==> src/rtl/r_bram_addr_gen_pkg.sv <==
// ---------------------------------------------------------------------------
// r_bram_addr_gen_pkg
// Shared definitions for the BRAM port-B read-address generator and its
// companion write-side generator.
//   ADDR_WIDTH      : system address width; port-B word address is ADDR_WIDTH-2
//   RB_MODE_ONESHOT : run a single pass, then return to IDLE with a done pulse
//   RB_MODE_CIRC    : restart from base at the end of every pass (wrap pulse)
//   rb_state_t      : generator FSM states (RB_IDLE, RB_RUN)
// ---------------------------------------------------------------------------
package r_bram_addr_gen_pkg;

  localparam int ADDR_WIDTH = 11;

  localparam logic RB_MODE_ONESHOT = 1'b0;
  localparam logic RB_MODE_CIRC    = 1'b1;

  typedef enum logic {
    RB_IDLE = 1'b0,
    RB_RUN  = 1'b1
  } rb_state_t;

endpackage

==> src/rtl/r_bram_addr_gen_if.sv <==
// ---------------------------------------------------------------------------
// r_bram_addr_gen_if
// Bundles the configuration, control handshake and address outputs between
// the read-side controller (master) and the address generator (slave).
//   cfg_base, cfg_len, cfg_stride, cfg_mode : pass configuration
//   start, adv, abort                       : control from the controller
//   ADDR_B, busy, last, done, wrap          : generator status / address
//   rd_valid, rd_last                       : read-data qualifiers, present
//                                             only with R_BRAM_ADDR_RVALID_EN
// ---------------------------------------------------------------------------
interface r_bram_addr_gen_if
  import r_bram_addr_gen_pkg::*;
#(
  parameter int ADDR_W = ADDR_WIDTH - 2
);

  logic [ADDR_W-1:0] cfg_base;
  logic [ADDR_W:0]   cfg_len;
  logic [ADDR_W-1:0] cfg_stride;
  logic              cfg_mode;
  logic              start;
  logic              adv;
  logic              abort;

  logic [ADDR_W-1:0] ADDR_B;
  logic              busy;
  logic              last;
  logic              done;
  logic              wrap;
`ifdef R_BRAM_ADDR_RVALID_EN
  logic              rd_valid;
  logic              rd_last;
`endif

  modport master (
    output cfg_base, cfg_len, cfg_stride, cfg_mode, start, adv, abort,
    input  ADDR_B, busy, last, done, wrap
`ifdef R_BRAM_ADDR_RVALID_EN
    , input rd_valid, rd_last
`endif
  );

  modport slave (
    input  cfg_base, cfg_len, cfg_stride, cfg_mode, start, adv, abort,
    output ADDR_B, busy, last, done, wrap
`ifdef R_BRAM_ADDR_RVALID_EN
    , output rd_valid, rd_last
`endif
  );

endinterface

==> src/rtl/r_bram_addr_wrap_add.sv <==
// ---------------------------------------------------------------------------
// r_bram_addr_wrap_add
// Combinational modulo-DEPTH adder used to step BRAM addresses.
//   a, b : operands, each must be < DEPTH
//   sum  : (a + b) mod DEPTH
// The sum is formed one bit wider than the address so the carry is visible;
// because both operands are < DEPTH a single conditional subtract suffices.
// ---------------------------------------------------------------------------
module r_bram_addr_wrap_add #(
  parameter int ADDR_W = 9,
  parameter int DEPTH  = 512
) (
  input  logic [ADDR_W-1:0] a,
  input  logic [ADDR_W-1:0] b,
  output logic [ADDR_W-1:0] sum
);

  localparam logic [ADDR_W:0] DEPTH_V = (ADDR_W + 1)'(DEPTH);

  logic [ADDR_W:0] raw;

  always_comb begin
    raw = {1'b0, a} + {1'b0, b};
    if (raw >= DEPTH_V) begin
      sum = ADDR_W'(raw - DEPTH_V);
    end else begin
      sum = raw[ADDR_W-1:0];
    end
  end

endmodule

==> src/rtl/r_bram_addr_gen.sv <==
// ---------------------------------------------------------------------------
// r_bram_addr_gen
// BRAM port-B read-address generator with programmable base, length and
// stride, one-shot or circular passes, start/busy/done handshake and abort.
// base=0, len=0, stride=1, CIRCULAR reproduces a free-running 0..DEPTH-1
// counter.
//   CLK  : clock, rising edge
//   rst  : synchronous active-high reset
//   bus  : r_bram_addr_gen_if.slave (cfg_*, start, adv, abort in;
//          ADDR_B, busy, last, done, wrap out)
// Optional build macro: R_BRAM_ADDR_RVALID_EN adds bus.rd_valid / bus.rd_last,
// the issued-read and final-read flags delayed RD_LAT cycles to line up with
// BRAM dout.
// ---------------------------------------------------------------------------
module r_bram_addr_gen
  import r_bram_addr_gen_pkg::*;
#(
  parameter int ADDR_W = ADDR_WIDTH - 2,
  parameter int DEPTH  = 512
`ifdef R_BRAM_ADDR_RVALID_EN
  , parameter int RD_LAT = 1
`endif
) (
  input  logic             CLK,
  input  logic             rst,
  r_bram_addr_gen_if.slave bus
);

  localparam logic [ADDR_W:0] DEPTH_V = (ADDR_W + 1)'(DEPTH);
  localparam logic [ADDR_W:0] LEN_ONE = {{ADDR_W{1'b0}}, 1'b1};

  rb_state_t         state_reg;
  logic [ADDR_W-1:0] addr_reg;
  logic [ADDR_W:0]   cnt_reg;
  logic              busy_reg;
  logic              done_reg;
  logic              wrap_reg;

  // Configuration captured on an accepted start; cfg_* is ignored in RUN.
  logic [ADDR_W-1:0] base_reg;
  logic [ADDR_W-1:0] stride_reg;
  logic              mode_reg;
  logic [ADDR_W:0]   len_m1_reg;

  logic [ADDR_W:0]   len_m1_next;
  logic [ADDR_W-1:0] addr_step;
  logic              last_w;

  // Zero and out-of-range lengths both mean a full-depth pass.
  always_comb begin
    if (bus.cfg_len == '0 || bus.cfg_len > DEPTH_V) begin
      len_m1_next = DEPTH_V - LEN_ONE;
    end else begin
      len_m1_next = bus.cfg_len - LEN_ONE;
    end
  end

  r_bram_addr_wrap_add #(
    .ADDR_W (ADDR_W),
    .DEPTH  (DEPTH)
  ) u_wrap_add (
    .a   (addr_reg),
    .b   (stride_reg),
    .sum (addr_step)
  );

  always_ff @(posedge CLK) begin
    if (rst) begin
      state_reg  <= RB_IDLE;
      addr_reg   <= '0;
      cnt_reg    <= '0;
      busy_reg   <= 1'b0;
      done_reg   <= 1'b0;
      wrap_reg   <= 1'b0;
      base_reg   <= '0;
      stride_reg <= '0;
      mode_reg   <= RB_MODE_ONESHOT;
      len_m1_reg <= '0;
    end else begin
      // done/wrap are single-cycle pulses.
      done_reg <= 1'b0;
      wrap_reg <= 1'b0;
      case (state_reg)
        RB_IDLE: begin
          if (bus.start && !bus.abort) begin
            base_reg   <= bus.cfg_base;
            stride_reg <= bus.cfg_stride;
            mode_reg   <= bus.cfg_mode;
            len_m1_reg <= len_m1_next;
            addr_reg   <= bus.cfg_base;
            cnt_reg    <= len_m1_next;
            busy_reg   <= 1'b1;
            state_reg  <= RB_RUN;
          end
        end
        RB_RUN: begin
          if (bus.abort) begin
            // Address is held so the controller can see where it stopped.
            busy_reg  <= 1'b0;
            state_reg <= RB_IDLE;
          end else if (bus.adv) begin
            if (cnt_reg == '0) begin
              if (mode_reg == RB_MODE_ONESHOT) begin
                busy_reg  <= 1'b0;
                done_reg  <= 1'b1;
                state_reg <= RB_IDLE;
              end else begin
                addr_reg <= base_reg;
                cnt_reg  <= len_m1_reg;
                wrap_reg <= 1'b1;
              end
            end else begin
              addr_reg <= addr_step;
              cnt_reg  <= cnt_reg - LEN_ONE;
            end
          end
        end
        default: begin
          busy_reg  <= 1'b0;
          state_reg <= RB_IDLE;
        end
      endcase
    end
  end

  assign last_w     = busy_reg && (cnt_reg == '0);

  assign bus.ADDR_B = addr_reg;
  assign bus.busy   = busy_reg;
  assign bus.last   = last_w;
  assign bus.done   = done_reg;
  assign bus.wrap   = wrap_reg;

`ifdef R_BRAM_ADDR_RVALID_EN
  // Reads issued before an abort still return data, so abort only gates new
  // issues and never clears the delay line.
  logic              rv_in;
  logic              rl_in;
  logic [RD_LAT-1:0] rv_pipe_reg;
  logic [RD_LAT-1:0] rl_pipe_reg;

  assign rv_in = busy_reg && bus.adv && !bus.abort;
  assign rl_in = last_w && bus.adv && !bus.abort;

  always_ff @(posedge CLK) begin
    if (rst) begin
      rv_pipe_reg <= '0;
      rl_pipe_reg <= '0;
    end else begin
      rv_pipe_reg[0] <= rv_in;
      rl_pipe_reg[0] <= rl_in;
      for (int i = 1; i < RD_LAT; i++) begin
        rv_pipe_reg[i] <= rv_pipe_reg[i-1];
        rl_pipe_reg[i] <= rl_pipe_reg[i-1];
      end
    end
  end

  assign bus.rd_valid = rv_pipe_reg[RD_LAT-1];
  assign bus.rd_last  = rl_pipe_reg[RD_LAT-1];
`endif

endmodule

==> src/flat_wrapper.sv <==
// flat-port wrapper written by rule: the top's interface ports become plain ports
module r_bram_addr_gen_flat import r_bram_addr_gen_pkg::*;
#(
  parameter int ADDR_W = ADDR_WIDTH - 2,
  parameter int DEPTH  = 512

)
  (CLK, rst, bus_cfg_base, bus_cfg_len, bus_cfg_stride, bus_cfg_mode, bus_start, bus_adv, bus_abort, bus_ADDR_B, bus_busy, bus_last, bus_done, bus_wrap);
  r_bram_addr_gen_if #(.ADDR_W(ADDR_W)) bus_i ();
  input  logic CLK;
  input  logic rst;
  input wire logic [$bits(bus_i.cfg_base)-1:0] bus_cfg_base;
  input wire logic [$bits(bus_i.cfg_len)-1:0] bus_cfg_len;
  input wire logic [$bits(bus_i.cfg_stride)-1:0] bus_cfg_stride;
  input wire logic [$bits(bus_i.cfg_mode)-1:0] bus_cfg_mode;
  input wire logic [$bits(bus_i.start)-1:0] bus_start;
  input wire logic [$bits(bus_i.adv)-1:0] bus_adv;
  input wire logic [$bits(bus_i.abort)-1:0] bus_abort;
  output wire logic [$bits(bus_i.ADDR_B)-1:0] bus_ADDR_B;
  output wire logic [$bits(bus_i.busy)-1:0] bus_busy;
  output wire logic [$bits(bus_i.last)-1:0] bus_last;
  output wire logic [$bits(bus_i.done)-1:0] bus_done;
  output wire logic [$bits(bus_i.wrap)-1:0] bus_wrap;
  assign bus_i.cfg_base = bus_cfg_base;
  assign bus_i.cfg_len = bus_cfg_len;
  assign bus_i.cfg_stride = bus_cfg_stride;
  assign bus_i.cfg_mode = bus_cfg_mode;
  assign bus_i.start = bus_start;
  assign bus_i.adv = bus_adv;
  assign bus_i.abort = bus_abort;
  assign bus_ADDR_B = bus_i.ADDR_B;
  assign bus_busy = bus_i.busy;
  assign bus_last = bus_i.last;
  assign bus_done = bus_i.done;
  assign bus_wrap = bus_i.wrap;
  r_bram_addr_gen #(.ADDR_W(ADDR_W), .DEPTH(DEPTH)) u_core (.CLK(CLK), .rst(rst), .bus(bus_i));
endmodule
==> config.mk <==
export PLATFORM = sky130hd
export DESIGN_NAME = r_bram_addr_gen_flat
export DESIGN_NICKNAME = d
export VERILOG_FILES = /design/src/rtl/r_bram_addr_gen_pkg.sv /design/src/rtl/r_bram_addr_gen_if.sv /design/src/rtl/r_bram_addr_wrap_add.sv /design/src/rtl/r_bram_addr_gen.sv /design/src/flat_wrapper.sv
export SDC_FILE = /design/constraint.sdc
export NUM_CORES = 1
export LEC_CHECK = 0
export ABC_AREA = 1
export ABC_CLOCK_PERIOD_IN_PS = 3100
export CELL_PAD_IN_SITES_DETAIL_PLACEMENT = 0
export CELL_PAD_IN_SITES_GLOBAL_PLACEMENT = 1
export CORE_UTILIZATION = 40
export CTS_CLUSTER_SIZE = 28
export DETAILED_ROUTE_END_ITERATION = 8
export DONT_BUFFER_PORTS = 1
export PLACE_DENSITY_LB_ADDON = 0.3
export SYNTH_ARGS = -nofsm -noshare
export SYNTH_HDL_FRONTEND = slang
export SYNTH_HIERARCHICAL = 1
export SYNTH_SLANG_ARGS = --single-unit
==> constraint.sdc <==
create_clock -name CLK -period 3.1 [get_ports CLK]
set_input_delay 0.62 -clock CLK [delete_from_list [all_inputs] [get_ports CLK]]
set_output_delay 0.62 -clock CLK [all_outputs]
set_load 0.03 [all_outputs]
==> impl_metrics.yaml, run 1 <==
setup_path:
  worstPathMaxFanout: 6
  crit_type: "register to primary output"
  path_delay_family: "simple AND/OR/NAND/NOR gates"
  slowest_stage: "nor2_1"
  worst_setup_path_end_kind: "primary output"
  start_kind: "register"
  worst-path-buf-inv: 1
  crit_chain: "inv_1, ha_1, nand2_2, nor2_4, nand2_2, nor2_1"
  worstPathArrival_ns: 1.72
  cp.required_ns: 2.48
  max_stage_delay_ns: 0.44
  cpMostUsedCell: "nand2_2"
sta:
  finalMaxSlewViolations: 0
  worst_slew_pin_slew_ns: 0.707
  final_hold_viol_count: 0
  fin_crit_ns: 2.34
  fmax_ghz: 0.427
  clock_skew_ns: 0.0161
  hold_slack_ns: 0.360
  rsz0062_at_grt: "no"
  tns_ns: 0
  fin_crit_sh_pct: 75.5
  setup_viol: 0
  relSlewSlack_pct: 52.8
floorplanning:
  rows: 32
  die_h_um: 92.5
  start_util_pct: 42.0
  io_pins: 47
  core_sq_um: 7810
  die-area_sq_um: 8560
  dieWidth_um: 92.5
synth:
  synth-simple-area-share_pct: 32.3
  synth_async_sr_flop_share_pct: 0
  synth_edf_count: 0
  synth_top_family_by_area: "simple AND/OR/NAND/NOR gates"
  syn-num-nets: 559
  ys.flop_type: "dfxtp_1"
  yosysSeqAreaShare_pct: 31.8
  synth_cells: 513
  synthAdderAreaFrac_pct: 4.81
  synth-xor-area-share_pct: 3.51
  synth.distinct_cells: 33
  ys_ff_latch: 52
  synth_area_sq_um: 3280
  synth_compound_area_share_pct: 15.9
  avgSynthCellArea_sq_um: 6.39
  yosysWarnings: 6
  muxShareOfSynthArea_pct: 0
drt:
  wire_per_inst_um: 13.5
  dr.first_iter.drc_count: 137
  vias: 3112
  drc: 0
  drtPass1Iterations: 4
  vias_per_cell: 5.11
  met3_length_um: 305
  routed-wl-met2_um: 4120
  top_layer: "met4"
  totalWireLength_um: 8240
  ant_nets: 0
  m1WireLength_um: 3730
pwr:
  internal_power_mw: 1.12
  p_clk_share_pct: 30.5
  peakVddDrop_uv: 173
  p_per_area_nw_per_um2: 480
  power_frac_comb_pct: 23.2
  seqPwrFrac_pct: 46.4
  p_sw_mw: 0.543
  sw_frac_of_total_pct: 32.7
  p_leak_nw: 1.65
clocking:
  cts_tree: "built"
  cts-root-buf: "clkbuf_8"
  clk_pin_slew_ns: 0.11
  cts.repair.resized: 0
  clk_latency_ns: 0.32
  htreeDepth: 2
  cts_setup_buffers: 0
  cts.sinks: 52
  holdBufCountCts: 0
  clockBufferDepth: 2
  cts_buffers: 5
final_layout:
  final_cell_mix: "nand2_1 (141), inv_1 (72), dfxtp_1 (52)"
  layout_commonest_cell: "nand2_1"
  syn_to_final_growth_pct: 5.50
  antennaDiodeCount: 0
  drive_above_1_share_pct: 5.92
  multi_input_area_sq_um: 1850
  design_area_sq_um: 3460
  area.sequential_sq_um: 1040
  nFillCells: 857
  final_nets: 552
place:
  routabilityCongestion: 0.803
  placed_area_sq_um: 3340
  dp_hpwl_um: 5820
  port_buffers: 0
global_route:
  first_global_vias: 2940
  grt_pass1_wl_um: 14000
  grt_usage_pct: 20.5
  antenna_found_initial: 0
  grt_max_degree: 37
  overflow: 0
run_status:
  status: "finished clean"
job:
  max_cap_viol_count: 0
hold_path:
  hp-class: "input port to register"
==> layer usage <==
metal  up-vias  track usage, %
li1       1602               -
met1      1456            25.1
met2        47            37.1
met3         7            3.04
met4         0            5.08
met5         -               0
==> through the flow <==
stage / instances / utilization [%] / setup slack [ns] / total power [mW]
after floorplan: 513 / - / 1.02 / 1.09
after global placement: 601 / 42.7 / 1.02 / 1.17
after detailed placement: 601 / 42.7 / 1.01 / 1.17
after CTS: 609 / 44.3 / 0.733 / 1.68
after global routing: 609 / 44.3 / 0.689 / 1.77
final: 609 / 44.3 / 0.758 / 1.66
==> final cells by class <==
| type | count | area share [%] |
|---|---|---|
| multi-input cells | 368 | 53.6 |
| repair buffers | 5 | 1.09 |
| clock buffers | 6 | 2.39 |
| inverters | 74 | 8.03 |
| clock inverters | 2 | 1.12 |
| well taps | 102 | 3.69 |
| flip-flops and latches | 52 | 30.1 |
==> cell families (layout without fill, tap and decap cells) <==
family | Yosys count | in the layout
buf+inv | 93 | 87
fa+ha+maj | 12 | 12
xor+xnor | 11 | 11
simple gates | 248 | 248
flops | 52 | 52
compound gates | 97 | 97
==> synth_stat cells, types with 3 or more instances <==
library cell / instances / area [sq um]
nand2_1: 141 / 529
inv_1: 72 / 270
dfxtp_1: 52 / 1040
nor2_1: 48 / 180
a21oi_1: 43 / 215
nand3_1: 35 / 175
o21ai_1: 25 / 125
o21ai_0: 22 / 110
clkbuf_1: 11 / 41.3
ha_1: 11 / 138
nand2_2: 5 / 31.3
xnor2_1: 5 / 43.8
xor2_1: 5 / 43.8
buf_2: 4 / 20.0
buf_6: 4 / 45.0
nand3b_1: 3 / 22.5
nand4_1: 3 / 18.8
nor3_1: 3 / 15.0
o211ai_1: 3 / 22.5
==> path summary, 6_finish.rpt <==
path                                                     endpoint                         startpoint  slack (ns)  depth (start not counted)
worst max-delay path                                     bus_last     u_core/cnt_reg[0]$_SDFFE_PP0P_        0.76                          6
worst min-delay path            u_core/stride_reg[7]$_SDFFE_PP0P_                                rst        0.36                          1
worst max register to register  u_core/bus.ADDR_B[8]$_SDFFE_PP0P_  u_core/bus.ADDR_B[0]$_SDFFE_PP0P_        0.98                         13
worst min register to register    u_core/base_reg[2]$_SDFFE_PP0P_    u_core/base_reg[2]$_SDFFE_PP0P_        0.46                          2
==> power groups by stage <==
stage	sequential (mW)	clock, mW	combinational, mW
final	0.770	0.506	0.384
after global routing	0.777	0.547	0.442
after CTS	0.770	0.522	0.385
after detailed placement	0.786	0	0.383
after global placement	0.785	0	0.380
after floorplan	0.777	0	0.317
(Power assumes the default switching activity.)
==> run 2, diff against run 1 <==
- ABC_CLOCK_PERIOD_IN_PS: 3100 -> 1900
- clock period: 3.1 -> 1.9 ns (I/O delays scaled with it)
==> run 2 against run 1 <==
  * Cell count increased by 3.8%
  * Critical path type unchanged
  * Critical path depth increased by 1
  * Design area increased by 6.9%
  * Critical endpoint unchanged
  * Non-clock buffer count increased by 23
  * Combinational power increased by 99%
  * Count of clock-buffer cells in the layout unchanged
  * Worst setup slack got worse by 0.66 ns
  * Largest power group unchanged
  * Worst hold slack got worse by 0.24 ns
  * Total power increased by 69%
  * Clock skew decreased by 0.0039 ns
  * Clock power increased by 61%
==> impl_metrics.yaml, run 2 (same netlist as run 1, synthesis figures left out) <==
setup_path:
  worstPathArrival_ns: 1.42
  r2r_cells: 12
  critPathLaunch: "u_core/cnt_reg[1]$_SDFFE_PP0P_"
  start_kind: "register"
  timing.rr.start: "u_core/cnt_reg[1]$_SDFFE_PP0P_"
  slowest_stage: "dfxtp_1"
  worstPathMaxFanout: 4
  cp.required_ns: 1.52
  endpoint: "bus_last"
  worstReg2RegEnd: "u_core/cnt_reg[1]$_SDFFE_PP0P_"
  crit_chain: "inv_2, ha_2, nand2_2, nor2_4, nand2_8, nor2_1, buf_4"
  ff2ff_setup_slack_ns: 0.14
  worst_setup_path_end_kind: "primary output"
  max_stage_delay_ns: 0.33
  crit_type: "register to primary output"
drt:
  totalWireLength_um: 8340
  dr.first_iter.drc_count: 121
  wire_per_inst_um: 13.2
  drtPass1Iterations: 4
  ant_nets: 0
  drc: 0
  vias: 3138
  vias_per_cell: 4.97
sta:
  finalWorstSetupSlack_ns: 0.0989
  relSlewSlack_pct: 62.4
  tns_ns: 0
  final_hold_viol_count: 0
  hold_slack_ns: 0.122
  fmax_ghz: 0.555
  clock_skew_ns: 0.0123
  finalMaxSlewViolations: 0
  worst_slew_pin_slew_ns: 0.563
  fin_crit_ns: 1.80
  setup_viol: 0
  fin_crit_sh_pct: 94.8
final_layout:
  final_nets: 575
  final_cells: 632
  final_util_pct: 47.4
  nFillCells: 855
  multi_input_area_sq_um: 1890
  design_area_sq_um: 3700
  syn_to_final_growth_pct: 12.8
  layout_commonest_cell: "nand2_1"
  final_cell_mix: "nand2_1 (140), inv_1 (70), dfxtp_1 (49)"
  area.sequential_sq_um: 1040
  antennaDiodeCount: 0
  drive_above_1_share_pct: 11.7
floorplanning:
  dieWidth_um: 92.5
  die_h_um: 92.5
  io_pins: 47
  core_sq_um: 7810
  rows: 32
  die-area_sq_um: 8560
  start_util_pct: 42.0
global_route:
  grt_usage_pct: 20.7
  first_global_vias: 3024
  grt_max_degree: 24
  overflow: 0
  grt_pass1_wl_um: 14100
  antenna_found_initial: 0
clocking:
  cts.sinks: 52
  cts_buffers: 5
  cts_tree: "built"
  htreeDepth: 2
  cts-root-buf: "clkbuf_8"
  clockBufferDepth: 2
  clk_latency_ns: 0.31
  clk_pin_slew_ns: 0.10
place:
  placed_area_sq_um: 3510
  port_buffers: 0
  place_inst: 621
  routabilityCongestion: 0.833
  dp_hpwl_um: 6090
  post-place-ws_ns: 0.0907
pwr:
  peakVddDrop_uv: 328
  p_leak_nw: 1.77
  p_per_area_nw_per_um2: 757
  total_power_mw: 2.80
job:
  max_cap_viol_count: 0
hold_path:
  hp-class: "input port to register"
run_status:
  status: "finished clean"
==> run 2: critical path, delay by kind of cell, from the launching register on <==
family,cells,cell delay [ns]
flops,1,0.33
fa+ha+maj,1,0.17
buf+inv,2,0.23
simple gates,4,0.39
==> run 2: metal layers <==
| metal | share of wire (%) | vias to the layer above | track usage [%] |
|---|---|---|---|
| met4 | 1.9 | 0 | 6.51 |
| met1 | 46 | 1437 | 25.3 |
| li1 | - | 1650 | - |
| met3 | 2.9 | 10 | 3.04 |
| met5 | 0 | - | 0 |
| met2 | 49 | 41 | 37.2 |
==> run 2: area by class of cell <==
cell class,count,share of cell area (%)
clock inverter,2,1.05
timing repair buffer,28,6.36
clock buffer,6,2.23
tap,102,3.45
multi-input combinational,368,51.2
sequential,52,28.2
inverter,74,7.51
==> run 2: what timing repair did <==
item	CTS	global route
pin swaps	2	4
gates resized for setup	1	11
hold buffers	0	0
buffers inserted	1	2
endpoints found under the setup margin	1	5
==> run 2: report_power, final <==
part           leakage, nW  internal, mW  switching, mW
Clock               0.0614         0.432          0.384
Sequential           0.429          1.17         0.0516
Combinational         1.28         0.299          0.466
Total                 1.77          1.90          0.901
==> run 2: worst min-delay path by stage <==
stage / cells after the start / from / end / slack, ns
global placement: 2 / u_core/base_reg[4]$_SDFFE_PP0P_ / u_core/base_reg[4]$_SDFFE_PP0P_ / 0.44
global route: 1 / rst / u_core/stride_reg[0]$_SDFFE_PP0P_ / 0.10
floorplan: 2 / u_core/base_reg[4]$_SDFFE_PP0P_ / u_core/base_reg[4]$_SDFFE_PP0P_ / 0.42
finish: 1 / rst / u_core/stride_reg[0]$_SDFFE_PP0P_ / 0.12
detailed placement: 2 / u_core/base_reg[4]$_SDFFE_PP0P_ / u_core/base_reg[4]$_SDFFE_PP0P_ / 0.44
CTS: 1 / rst / u_core/stride_reg[1]$_SDFFE_PP0P_ / 0.11
